===== src/rtl/mem_rr_arbiter_if.sv =====
// rtl/mem_rr_arbiter_if.sv - consumer-side and memory-side handshake bundles for mem_rr_arbiter
// master drives requests, slave answers with ready/data.

interface mem_rr_consumer_if #(
    parameter int ADDR_BITS     = 8,
    parameter int DATA_BITS     = 16,
    parameter int NUM_CONSUMERS = 4
);
    logic [NUM_CONSUMERS-1:0]                consumer_read_request;
    logic [NUM_CONSUMERS-1:0][ADDR_BITS-1:0] consumer_read_address;
    logic [NUM_CONSUMERS-1:0]                consumer_read_ready;
    logic [NUM_CONSUMERS-1:0][DATA_BITS-1:0] consumer_read_data;
    logic [NUM_CONSUMERS-1:0]                consumer_write_request;
    logic [NUM_CONSUMERS-1:0][ADDR_BITS-1:0] consumer_write_address;
    logic [NUM_CONSUMERS-1:0][DATA_BITS-1:0] consumer_write_data;
    logic [NUM_CONSUMERS-1:0]                consumer_write_ready;

    modport master (
        output consumer_read_request, consumer_read_address,
        output consumer_write_request, consumer_write_address, consumer_write_data,
        input  consumer_read_ready, consumer_read_data, consumer_write_ready
    );

    modport slave (
        input  consumer_read_request, consumer_read_address,
        input  consumer_write_request, consumer_write_address, consumer_write_data,
        output consumer_read_ready, consumer_read_data, consumer_write_ready
    );
endinterface

interface mem_rr_mem_if #(
    parameter int ADDR_BITS = 8,
    parameter int DATA_BITS = 16
);
    logic                 mem_read_request;
    logic [ADDR_BITS-1:0] mem_read_address;
    logic                 mem_read_ready;
    logic [DATA_BITS-1:0] mem_read_data;
    logic                 mem_write_request;
    logic [ADDR_BITS-1:0] mem_write_address;
    logic [DATA_BITS-1:0] mem_write_data;
    logic                 mem_write_ready;

    modport master (
        output mem_read_request, mem_read_address,
        output mem_write_request, mem_write_address, mem_write_data,
        input  mem_read_ready, mem_read_data, mem_write_ready
    );

    modport slave (
        input  mem_read_request, mem_read_address,
        input  mem_write_request, mem_write_address, mem_write_data,
        output mem_read_ready, mem_read_data, mem_write_ready
    );
endinterface


===== src/rtl/mem_rr_arbiter.sv =====
// rtl/mem_rr_arbiter.sv - round-robin arbiter sharing one memory port among NUM_CONSUMERS requesters
// Grant rotates past the served consumer after every transaction; all outputs are registered.

module mem_rr_arbiter #(
    parameter int ADDR_BITS     = 8,
    parameter int DATA_BITS     = 16,
    parameter int NUM_CONSUMERS = 4,
    parameter int WRITE_ENABLE  = 1,
    localparam int CID_BITS     = $clog2(NUM_CONSUMERS)
) (
    input  logic                clk,
    input  logic                reset,
    mem_rr_consumer_if.slave    cons,
    mem_rr_mem_if.master        mem,
    output logic                busy,
    output logic [CID_BITS-1:0] grant_id
);

    typedef enum logic [2:0] {
        IDLE,
        READ_WAITING,
        WRITE_WAITING,
        READ_SERVED,
        WRITE_SERVED
    } state_t;

    localparam logic WR_EN = (WRITE_ENABLE != 0);

    state_t                                  state_q, state_d;
    logic [CID_BITS-1:0]                     rr_ptr_q, rr_ptr_d;
    logic [CID_BITS-1:0]                     grant_q, grant_d;
    logic                                    busy_q, busy_d;
    logic                                    rd_req_q, rd_req_d;
    logic [ADDR_BITS-1:0]                    rd_addr_q, rd_addr_d;
    logic                                    wr_req_q, wr_req_d;
    logic [ADDR_BITS-1:0]                    wr_addr_q, wr_addr_d;
    logic [DATA_BITS-1:0]                    wr_data_q, wr_data_d;
    logic [NUM_CONSUMERS-1:0]                rd_ready_q, rd_ready_d;
    logic [NUM_CONSUMERS-1:0]                wr_ready_q, wr_ready_d;
    logic [NUM_CONSUMERS-1:0][DATA_BITS-1:0] rd_data_q, rd_data_d;

    logic                found;
    logic                pick_read;
    logic [CID_BITS-1:0] pick_id;
    logic [CID_BITS:0]   cand;
    logic [CID_BITS:0]   grant_inc;
    logic [CID_BITS-1:0] ptr_after_grant;

    // Walk the consumers starting at rr_ptr; the first one with any eligible request wins.
    always_comb begin
        found     = 1'b0;
        pick_read = 1'b0;
        pick_id   = '0;
        cand      = '0;
        for (int i = 0; i < NUM_CONSUMERS; i++) begin
            cand = {1'b0, rr_ptr_q} + (CID_BITS+1)'(i);
            if (cand >= (CID_BITS+1)'(NUM_CONSUMERS)) begin
                cand = cand - (CID_BITS+1)'(NUM_CONSUMERS);
            end
            if (!found && (cons.consumer_read_request[cand[CID_BITS-1:0]] ||
                           (WR_EN && cons.consumer_write_request[cand[CID_BITS-1:0]]))) begin
                found     = 1'b1;
                pick_id   = cand[CID_BITS-1:0];
                pick_read = cons.consumer_read_request[cand[CID_BITS-1:0]];
            end
        end
    end

    assign grant_inc       = {1'b0, grant_q} + 1'b1;
    assign ptr_after_grant = (grant_inc == (CID_BITS+1)'(NUM_CONSUMERS)) ? '0 : grant_inc[CID_BITS-1:0];

    always_ff @(posedge clk or negedge reset) begin
        if (!reset) begin
            state_q    <= IDLE;
            rr_ptr_q   <= '0;
            grant_q    <= '0;
            busy_q     <= 1'b0;
            rd_req_q   <= 1'b0;
            rd_addr_q  <= '0;
            wr_req_q   <= 1'b0;
            wr_addr_q  <= '0;
            wr_data_q  <= '0;
            rd_ready_q <= '0;
            wr_ready_q <= '0;
            rd_data_q  <= '0;
        end else begin
            state_q    <= state_d;
            rr_ptr_q   <= rr_ptr_d;
            grant_q    <= grant_d;
            busy_q     <= busy_d;
            rd_req_q   <= rd_req_d;
            rd_addr_q  <= rd_addr_d;
            wr_req_q   <= wr_req_d;
            wr_addr_q  <= wr_addr_d;
            wr_data_q  <= wr_data_d;
            rd_ready_q <= rd_ready_d;
            wr_ready_q <= wr_ready_d;
            rd_data_q  <= rd_data_d;
        end
    end

    always_comb begin
        state_d = state_q;
        case (state_q)
            IDLE:          if (found) state_d = pick_read ? READ_WAITING : WRITE_WAITING;
            READ_WAITING:  if (mem.mem_read_ready) state_d = READ_SERVED;
            WRITE_WAITING: if (mem.mem_write_ready) state_d = WRITE_SERVED;
            READ_SERVED:   if (!cons.consumer_read_request[grant_q]) state_d = IDLE;
            WRITE_SERVED:  if (!cons.consumer_write_request[grant_q]) state_d = IDLE;
            default:       state_d = IDLE;
        endcase
    end

    // busy is a registered copy of the current state, so it trails the state by one cycle.
    always_comb begin
        rr_ptr_d   = rr_ptr_q;
        grant_d    = grant_q;
        busy_d     = (state_q != IDLE);
        rd_req_d   = rd_req_q;
        rd_addr_d  = rd_addr_q;
        wr_req_d   = wr_req_q;
        wr_addr_d  = wr_addr_q;
        wr_data_d  = wr_data_q;
        rd_ready_d = rd_ready_q;
        wr_ready_d = wr_ready_q;
        rd_data_d  = rd_data_q;
        case (state_q)
            IDLE: begin
                if (found) begin
                    grant_d = pick_id;
                    if (pick_read) begin
                        rd_req_d  = 1'b1;
                        rd_addr_d = cons.consumer_read_address[pick_id];
                    end else begin
                        wr_req_d  = 1'b1;
                        wr_addr_d = cons.consumer_write_address[pick_id];
                        wr_data_d = cons.consumer_write_data[pick_id];
                    end
                end
            end
            READ_WAITING: begin
                if (mem.mem_read_ready) begin
                    rd_req_d            = 1'b0;
                    rd_data_d[grant_q]  = mem.mem_read_data;
                    rd_ready_d[grant_q] = 1'b1;
                end
            end
            WRITE_WAITING: begin
                if (mem.mem_write_ready) begin
                    wr_req_d            = 1'b0;
                    wr_ready_d[grant_q] = 1'b1;
                end
            end
            READ_SERVED: begin
                if (!cons.consumer_read_request[grant_q]) begin
                    rd_ready_d[grant_q] = 1'b0;
                    rr_ptr_d            = ptr_after_grant;
                end
            end
            WRITE_SERVED: begin
                if (!cons.consumer_write_request[grant_q]) begin
                    wr_ready_d[grant_q] = 1'b0;
                    rr_ptr_d            = ptr_after_grant;
                end
            end
            default: ;
        endcase
    end

    assign busy                      = busy_q;
    assign grant_id                  = grant_q;
    assign mem.mem_read_request      = rd_req_q;
    assign mem.mem_read_address      = rd_addr_q;
    assign mem.mem_write_request     = wr_req_q;
    assign mem.mem_write_address     = wr_addr_q;
    assign mem.mem_write_data        = wr_data_q;
    assign cons.consumer_read_ready  = rd_ready_q;
    assign cons.consumer_write_ready = wr_ready_q;
    assign cons.consumer_read_data   = rd_data_q;

endmodule


===== src/flat_wrapper.sv =====
// flat-port wrapper written by rule: the top's interface ports become plain ports
module mem_rr_arbiter_flat 
#(
    parameter int ADDR_BITS     = 8,
    parameter int DATA_BITS     = 16,
    parameter int NUM_CONSUMERS = 4,
    parameter int WRITE_ENABLE  = 1,
    localparam int CID_BITS     = $clog2(NUM_CONSUMERS)
)
  (clk, reset, busy, grant_id, cons_consumer_read_request, cons_consumer_read_address, cons_consumer_write_request, cons_consumer_write_address, cons_consumer_write_data, cons_consumer_read_ready, cons_consumer_read_data, cons_consumer_write_ready, mem_mem_read_request, mem_mem_read_address, mem_mem_write_request, mem_mem_write_address, mem_mem_write_data, mem_mem_read_ready, mem_mem_read_data, mem_mem_write_ready);
  mem_rr_consumer_if #(.ADDR_BITS(ADDR_BITS), .DATA_BITS(DATA_BITS), .NUM_CONSUMERS(NUM_CONSUMERS)) cons_i ();
  mem_rr_mem_if #(.ADDR_BITS(ADDR_BITS), .DATA_BITS(DATA_BITS)) mem_i ();
  input  logic clk;
  input  logic reset;
  output logic busy;
  output logic [CID_BITS-1:0] grant_id;
  input wire logic [$bits(cons_i.consumer_read_request)-1:0] cons_consumer_read_request;
  input wire logic [$bits(cons_i.consumer_read_address)-1:0] cons_consumer_read_address;
  input wire logic [$bits(cons_i.consumer_write_request)-1:0] cons_consumer_write_request;
  input wire logic [$bits(cons_i.consumer_write_address)-1:0] cons_consumer_write_address;
  input wire logic [$bits(cons_i.consumer_write_data)-1:0] cons_consumer_write_data;
  output wire logic [$bits(cons_i.consumer_read_ready)-1:0] cons_consumer_read_ready;
  output wire logic [$bits(cons_i.consumer_read_data)-1:0] cons_consumer_read_data;
  output wire logic [$bits(cons_i.consumer_write_ready)-1:0] cons_consumer_write_ready;
  output wire logic [$bits(mem_i.mem_read_request)-1:0] mem_mem_read_request;
  output wire logic [$bits(mem_i.mem_read_address)-1:0] mem_mem_read_address;
  output wire logic [$bits(mem_i.mem_write_request)-1:0] mem_mem_write_request;
  output wire logic [$bits(mem_i.mem_write_address)-1:0] mem_mem_write_address;
  output wire logic [$bits(mem_i.mem_write_data)-1:0] mem_mem_write_data;
  input wire logic [$bits(mem_i.mem_read_ready)-1:0] mem_mem_read_ready;
  input wire logic [$bits(mem_i.mem_read_data)-1:0] mem_mem_read_data;
  input wire logic [$bits(mem_i.mem_write_ready)-1:0] mem_mem_write_ready;
  assign cons_i.consumer_read_request = cons_consumer_read_request;
  assign cons_i.consumer_read_address = cons_consumer_read_address;
  assign cons_i.consumer_write_request = cons_consumer_write_request;
  assign cons_i.consumer_write_address = cons_consumer_write_address;
  assign cons_i.consumer_write_data = cons_consumer_write_data;
  assign cons_consumer_read_ready = cons_i.consumer_read_ready;
  assign cons_consumer_read_data = cons_i.consumer_read_data;
  assign cons_consumer_write_ready = cons_i.consumer_write_ready;
  assign mem_mem_read_request = mem_i.mem_read_request;
  assign mem_mem_read_address = mem_i.mem_read_address;
  assign mem_mem_write_request = mem_i.mem_write_request;
  assign mem_mem_write_address = mem_i.mem_write_address;
  assign mem_mem_write_data = mem_i.mem_write_data;
  assign mem_i.mem_read_ready = mem_mem_read_ready;
  assign mem_i.mem_read_data = mem_mem_read_data;
  assign mem_i.mem_write_ready = mem_mem_write_ready;
  mem_rr_arbiter #(.ADDR_BITS(ADDR_BITS), .DATA_BITS(DATA_BITS), .NUM_CONSUMERS(NUM_CONSUMERS), .WRITE_ENABLE(WRITE_ENABLE)) u_core (.clk(clk), .reset(reset), .cons(cons_i), .mem(mem_i), .busy(busy), .grant_id(grant_id));
endmodule

===== config.mk =====
export PLATFORM = sky130hd
export DESIGN_NAME = mem_rr_arbiter_flat
export DESIGN_NICKNAME = d
export VERILOG_FILES = /design/src/rtl/mem_rr_arbiter_if.sv /design/src/rtl/mem_rr_arbiter.sv /design/src/flat_wrapper.sv
export SDC_FILE = /design/constraint.sdc
export NUM_CORES = 1
export LEC_CHECK = 0
export BUFFER_PORTS_ARGS = -buffer_cell sky130_fd_sc_hd__buf_4
export CAP_MARGIN = 20
export CORE_MARGIN = 3
export CORE_UTILIZATION = 40
export DETAILED_ROUTE_END_ITERATION = 10
export GPL_ROUTABILITY_DRIVEN = 0
export PLACE_DENSITY = 0.69
export SLEW_MARGIN = 20
export SYNTH_ARGS = -nofsm -noshare
export SYNTH_HDL_FRONTEND = slang
export SYNTH_SLANG_ARGS = --single-unit

===== constraint.sdc =====
create_clock -name clk -period 4.3 [get_ports clk]
set_input_delay 0.215 -clock clk [delete_from_list [all_inputs] [get_ports clk]]
set_output_delay 0.215 -clock clk [all_outputs]
set_load 0.05 [all_outputs]

**Word-level counts from Yosys, hierarchy flattened**

Index checks and enable logic that the tools add are counted.

- Add/subtract/negate cells: 8
- $lt $le $gt $ge: 11
- Equal/unequal tests: 12
- Muxes and demuxes: 72
- Bitwise operators: 6
- Reductions and logical operators: 28

Operators by type and width:

| cell | count |
|---|---|
| $bwmux W64 | 1 |
| $bmux W16 S2 | 1 |
| $bmux W8 S2 | 2 |
| $demux W16 S2 | 1 |
| $mux W16 | 2 |
| $mux W1 | 25 |
| $mux W2 | 12 |
| $bmux W1 S2 | 10 |
| $lt A2 B3 Y1 const B | 6 |
| $mux W4 | 4 |
| $mux W8 | 2 |
| $pmux W4 S2 | 2 |
| $mux W3 | 5 |
| $pmux W3 S5 | 1 |
| $reduce_and A3 Y1 | 5 |
| $ne A2 B2 Y1 const B | 5 |
| $reduce_bool A2 Y1 | 5 |
| $ge A3 B3 Y1 const B | 3 |
| $and A4 B4 Y4 | 2 |
| $or A4 B4 Y4 | 2 |
| $reduce_and A4 Y1 | 2 |
| $sub A2 B1 Y2 const B | 4 |
| $add A2 B1 Y3 const B | 2 |
| $add A2 B2 Y3 const B | 2 |
| 18 further kinds | 31 |

- Register bits after elaboration: 114
- Input port bits: 156
- Output and inout port bits: 109
- Word-level logic and storage cells: 152

**Depth between registers and ports, before layout**

- Depth after elaboration: 18
- Depth in mapped cells: 11
- Mapped depth without buffers: 7

**Worst setup path before layout**

No wires, ideal clock.

- Kind: register -> register
- Start point: register u_core.rr_ptr_q[0]
- End point: register u_core.wr_data_q[6], in the netlist u_core.mem.mem_write_data[6]
- Library setup time: 0.141 ns
- Arrival: 2.604 ns
- Required time: 4.159 ns
- Setup slack: 1.555 ns
- Cell stages (with the launch flop): 11
- Path buffers: 3
- Clock period less this slack: 2.745 ns
- Cell sequence: dfrtp_1 buf_6 clkbuf_1 mux4_2 nor4_2 a221oi_4 mux2i_4 buf_2 mux2_2 nand2_1 a31oi_1

- Word-level cells in the longest chain between the ends: 17
- Elaborated cells between the ends (all ways): 57
- Classes of those cells: add/sub: 7; order compare: 4; mux: 34; bitwise: 1; reduce/logical: 11

Ends and longest elaborated chain:

| item | line | text |
|---|---|---|
| from (decl) | mem_rr_arbiter.sv:30 | `logic [CID_BITS-1:0] rr_ptr_q, rr_ptr_d;` |
| from (signal assigned) | mem_rr_arbiter.sv:88 | `rr_ptr_q <= rr_ptr_d;` |
| branches (longest 17 deep; another with $add A2 B1 Y3) | - |  |
| to (signal assigned) | mem_rr_arbiter.sv:95 | `wr_data_q <= wr_data_d;` |
| to (decl) | mem_rr_arbiter.sv:37 | `logic [DATA_BITS-1:0] wr_data_q, wr_data_d;` |

Parallel ways; which one is timed is not known. The select of a mux whose other input is x is not followed.
A chain may end at the register's enable or synchronous reset.

**Worst setup path in the final report**

- Start point: register u_core.rr_ptr_q[0]
- End point: register u_core.rd_addr_q[1], in the netlist u_core.mem.mem_read_address[1]

- Word-level cells in the longest chain between the ends: 17
- Elaborated cells between the ends (all ways): 56
- Classes of those cells: add/sub: 7; order compare: 4; mux: 34; reduce/logical: 11

Ends and longest elaborated chain:

| item | line | text |
|---|---|---|
| branches (longest 17 deep; another with $add A2 B1 Y3) | - |  |
| to (signal assigned) | mem_rr_arbiter.sv:92 | `rd_addr_q <= rd_addr_d;` |
| to (decl) | mem_rr_arbiter.sv:34 | `logic [ADDR_BITS-1:0] rd_addr_q, rd_addr_d;` |

Parallel ways; which one is timed is not known. The select of a mux whose other input is x is not followed.

==> metrics.csv <==
metric,value,unit
Worst-path clk slew,0.06,ns
vias in the first global route,5857,
Routed Antenna Nets,0,
Layout area overhead,41.8,%
Met3 Wirelength,1.03,mm
Finish-stage setup viols,0,
register bit total from synthesis,114,
die area,17900,um^2
core area,15900,um^2
Comb power frac,62.7,%
synthesized area per cell,11.4,um^2
TritonCTS Buffers,17,
clk_lat worst skew,0.40,ns
CP Data Required Time,4.59,ns
met1 WL,7.78,mm
Clock Power Share,15.2,%
crit start category,flip-flop,
Hold Path Depth,2,
CTS Buffer Depth,2,
Worst setup EP type,flip-flop,
worst-margin pin slew,0.936,ns
# Max-Cap Violations,0,
Final Critical Period,3.30,ns
Residual DRC,0,
power density cells,971,nW/um^2
FP Rows,46,
Int Pwr,0.00456,W
Hold Buf Count CTS,0,
Syn Std Cell Area,6540,um^2
via count,5629,
Crit path arrival time,3.58,ns
Sw Ratio,49.3,%
"most common cell after layout, fill and taps aside",buf_4,
Layout fillers,1378,
Rel. slew slack,37.5,%
outcome,finished clean,
Reg power frac,22.1,%
DR vias/cell,5.34,
number of top-level pins,265,
detailed router's first-iteration violation count,251,
global-route wire length before repair,30.8,mm
GRT Total Usage,21.4,%
most frequent cells in the layout,"buf_4, dfrtp_1, mux2_2, mux2i_1, nand2_1",
sequential share of the synthesized area,43.7,%
CP Max Fanout,61,
final hold viol count,0,
Slew Limit Fails,0,
clock sink total,114,
Netlist cell types,45,
Hold Slack,0.0676,ns
Hold WC Path Type,primary input to flip-flop,
final net count,986,
ANT cells,0,
Die H,134,um
drt total wl,19.5,mm
gr ovfl total,0,
ys async rst share,100,%
root buf cell,clkbuf_16,
layout cells sized above 1,49.1,%
number of flops mapped to enable cells by yosys,0,
Mapped Nets,735,
Leak,4.30,nW
Max Freq,0.303,GHz
Worst VDD drop,433,uV
WL/cell,18.5,um
initial antenna violation count,0,
Die X,134,um
Worst Reg-to-Reg Cells,8,
Max Clock Skew,0.00660,ns
TritonCTS clock tree,built,
Mapped Cells,575,
met2 wire len,10.1,mm
Crit Path Category,flip-flop to flip-flop,
htree depth,4,
ys flop type,dfrtp_1,
initial core utilization,41.0,%
first-pass detailed-route iteration total,5,
post-CTS setup buffers,0,
post-CTS sizing,0,
Tcrit/Tclk final,76.7,%
I/O Buffers,264,
DP HPWL,14.4,mm
YS warnings,0,
largest net degree at the start of global routing,85,
top routing layer used,met4,
RSZ-0062 raised after global routing,false,
setup_tns,0,ns
switching power,0.00444,W
## path summary, 6_finish.rpt
| check | startpoint | endpoint | slack, ns |
|---|---|---|---|
| setup / recovery | u_core.rr_ptr_q[0] | u_core.mem.mem_read_address[1] | 1.00 |
| hold / removal | mem_mem_read_data[12] | u_core.cons.consumer_read_data[28] | 0.07 |
| setup reg to reg | u_core.rr_ptr_q[0] | u_core.mem.mem_read_address[1] | 1.00 |
| hold reg to reg | flip-flop | flip-flop | 0.50 |
| max in group asynchronous | reset | u_core.cons.consumer_read_data[36] | 2.87 |
| min in group asynchronous | reset | u_core.cons.consumer_read_data[5] | 0.46 |
## metrics by stage
step	util, %	total power [W]	instances	cell area (um^2)	worst slack [ns]
floorplan	-	0.00606	575	6540	1.55
global placement	54.4	0.00753	1022	8670	1.11
detailed placement	54.4	0.00766	1022	8670	0.994
CTS	58.0	0.00907	1054	9250	0.989
global route	58.1	0.00949	1055	9270	0.788
finish	58.1	0.00900	1055	9270	1.00
## cell type report
| cell class | instances | area, um^2 | share of cell area [%] |
|---|---|---|---|
| well taps | 216 | 270 | 2.92 |
| clock inverters | 13 | 135 | 1.46 |
| multi-input cells | 409 | 3450 | 37.2 |
| clock buffers | 19 | 443 | 4.78 |
| inverters | 9 | 33.8 | 0.365 |
| repair buffers | 275 | 2080 | 22.5 |
| flip-flops and latches | 114 | 2850 | 30.8 |
## cell families after synthesis
logic type | after synthesis | synth area share (%)
AOI/OAI and AO/OA | 102 | 11.7
adders and majority gates | 4 | 0.766
buffers and inverters | 52 | 3.92
DFF | 114 | 43.7
muxes | 172 | 30.5
and+or+nand+nor | 131 | 9.42
## critical path: stages, from the launching register on
cell	delay [ns]
dfrtp_2	0.50
buf_4	0.60
o21ai_0	0.34
a221oi_4	0.34
buf_4	0.56
mux2i_1	0.27
mux2_2	0.17
mux2i_1	0.06
mux2_2	0.29
## cell usage after synthesis (3+ instances only)
library cell,count,area [um^2]
a211o_1,26,228
a211oi_1,25,188
a21oi_1,8,40.0
a31oi_1,24,150
buf_2,10,50.1
buf_4,4,30.0
buf_6,3,33.8
clkbuf_1,24,90.1
dfrtp_1,114,2850
ha_1,4,50.1
inv_1,9,33.8
mux2_1,18,203
mux2_2,89,1000
mux2i_1,54,541
mux4_2,10,225
nand2_1,52,195
nand3b_1,4,30.0
nor2_1,33,124
nor2b_1,26,163
nor3_1,5,25.0
o21ai_0,5,25.0
## power groups by stage
| stage | Clock (W) | Sequential, W | Combinational (W) |
|---|---|---|---|
| floorplan | 0 | 0.00366 | 0.00240 |
| detailed placement | 0 | 0.00200 | 0.00566 |
| global placement | 0 | 0.00197 | 0.00556 |
| finish | 0.00137 | 0.00199 | 0.00564 |
| global route | 0.00145 | 0.00206 | 0.00598 |
| CTS | 0.00139 | 0.00199 | 0.00569 |
## flip-flops by register name (all words and copies together) (netlist names), named ones only
| register | count |
|---|---|
| u_core.busy | 1 |
| u_core.mem.mem_write_request | 1 |
| u_core.cons.consumer_read_data | 64 |
| u_core.rr_ptr_q | 2 |
| u_core.state_q | 3 |
| u_core.grant_id | 2 |
| u_core.mem.mem_read_request | 1 |
| u_core.mem.mem_write_address | 8 |
| u_core.mem.mem_read_address | 8 |
| u_core.mem.mem_write_data | 16 |
## layer usage
layer,vias to the layer above,global-route usage [%]
met5,-,0
met4,0,7.03
met3,35,5.29
met2,195,37.1
met1,2785,26.4
li1,2614,-
Note: power is estimated with default switching activity, not from simulation.
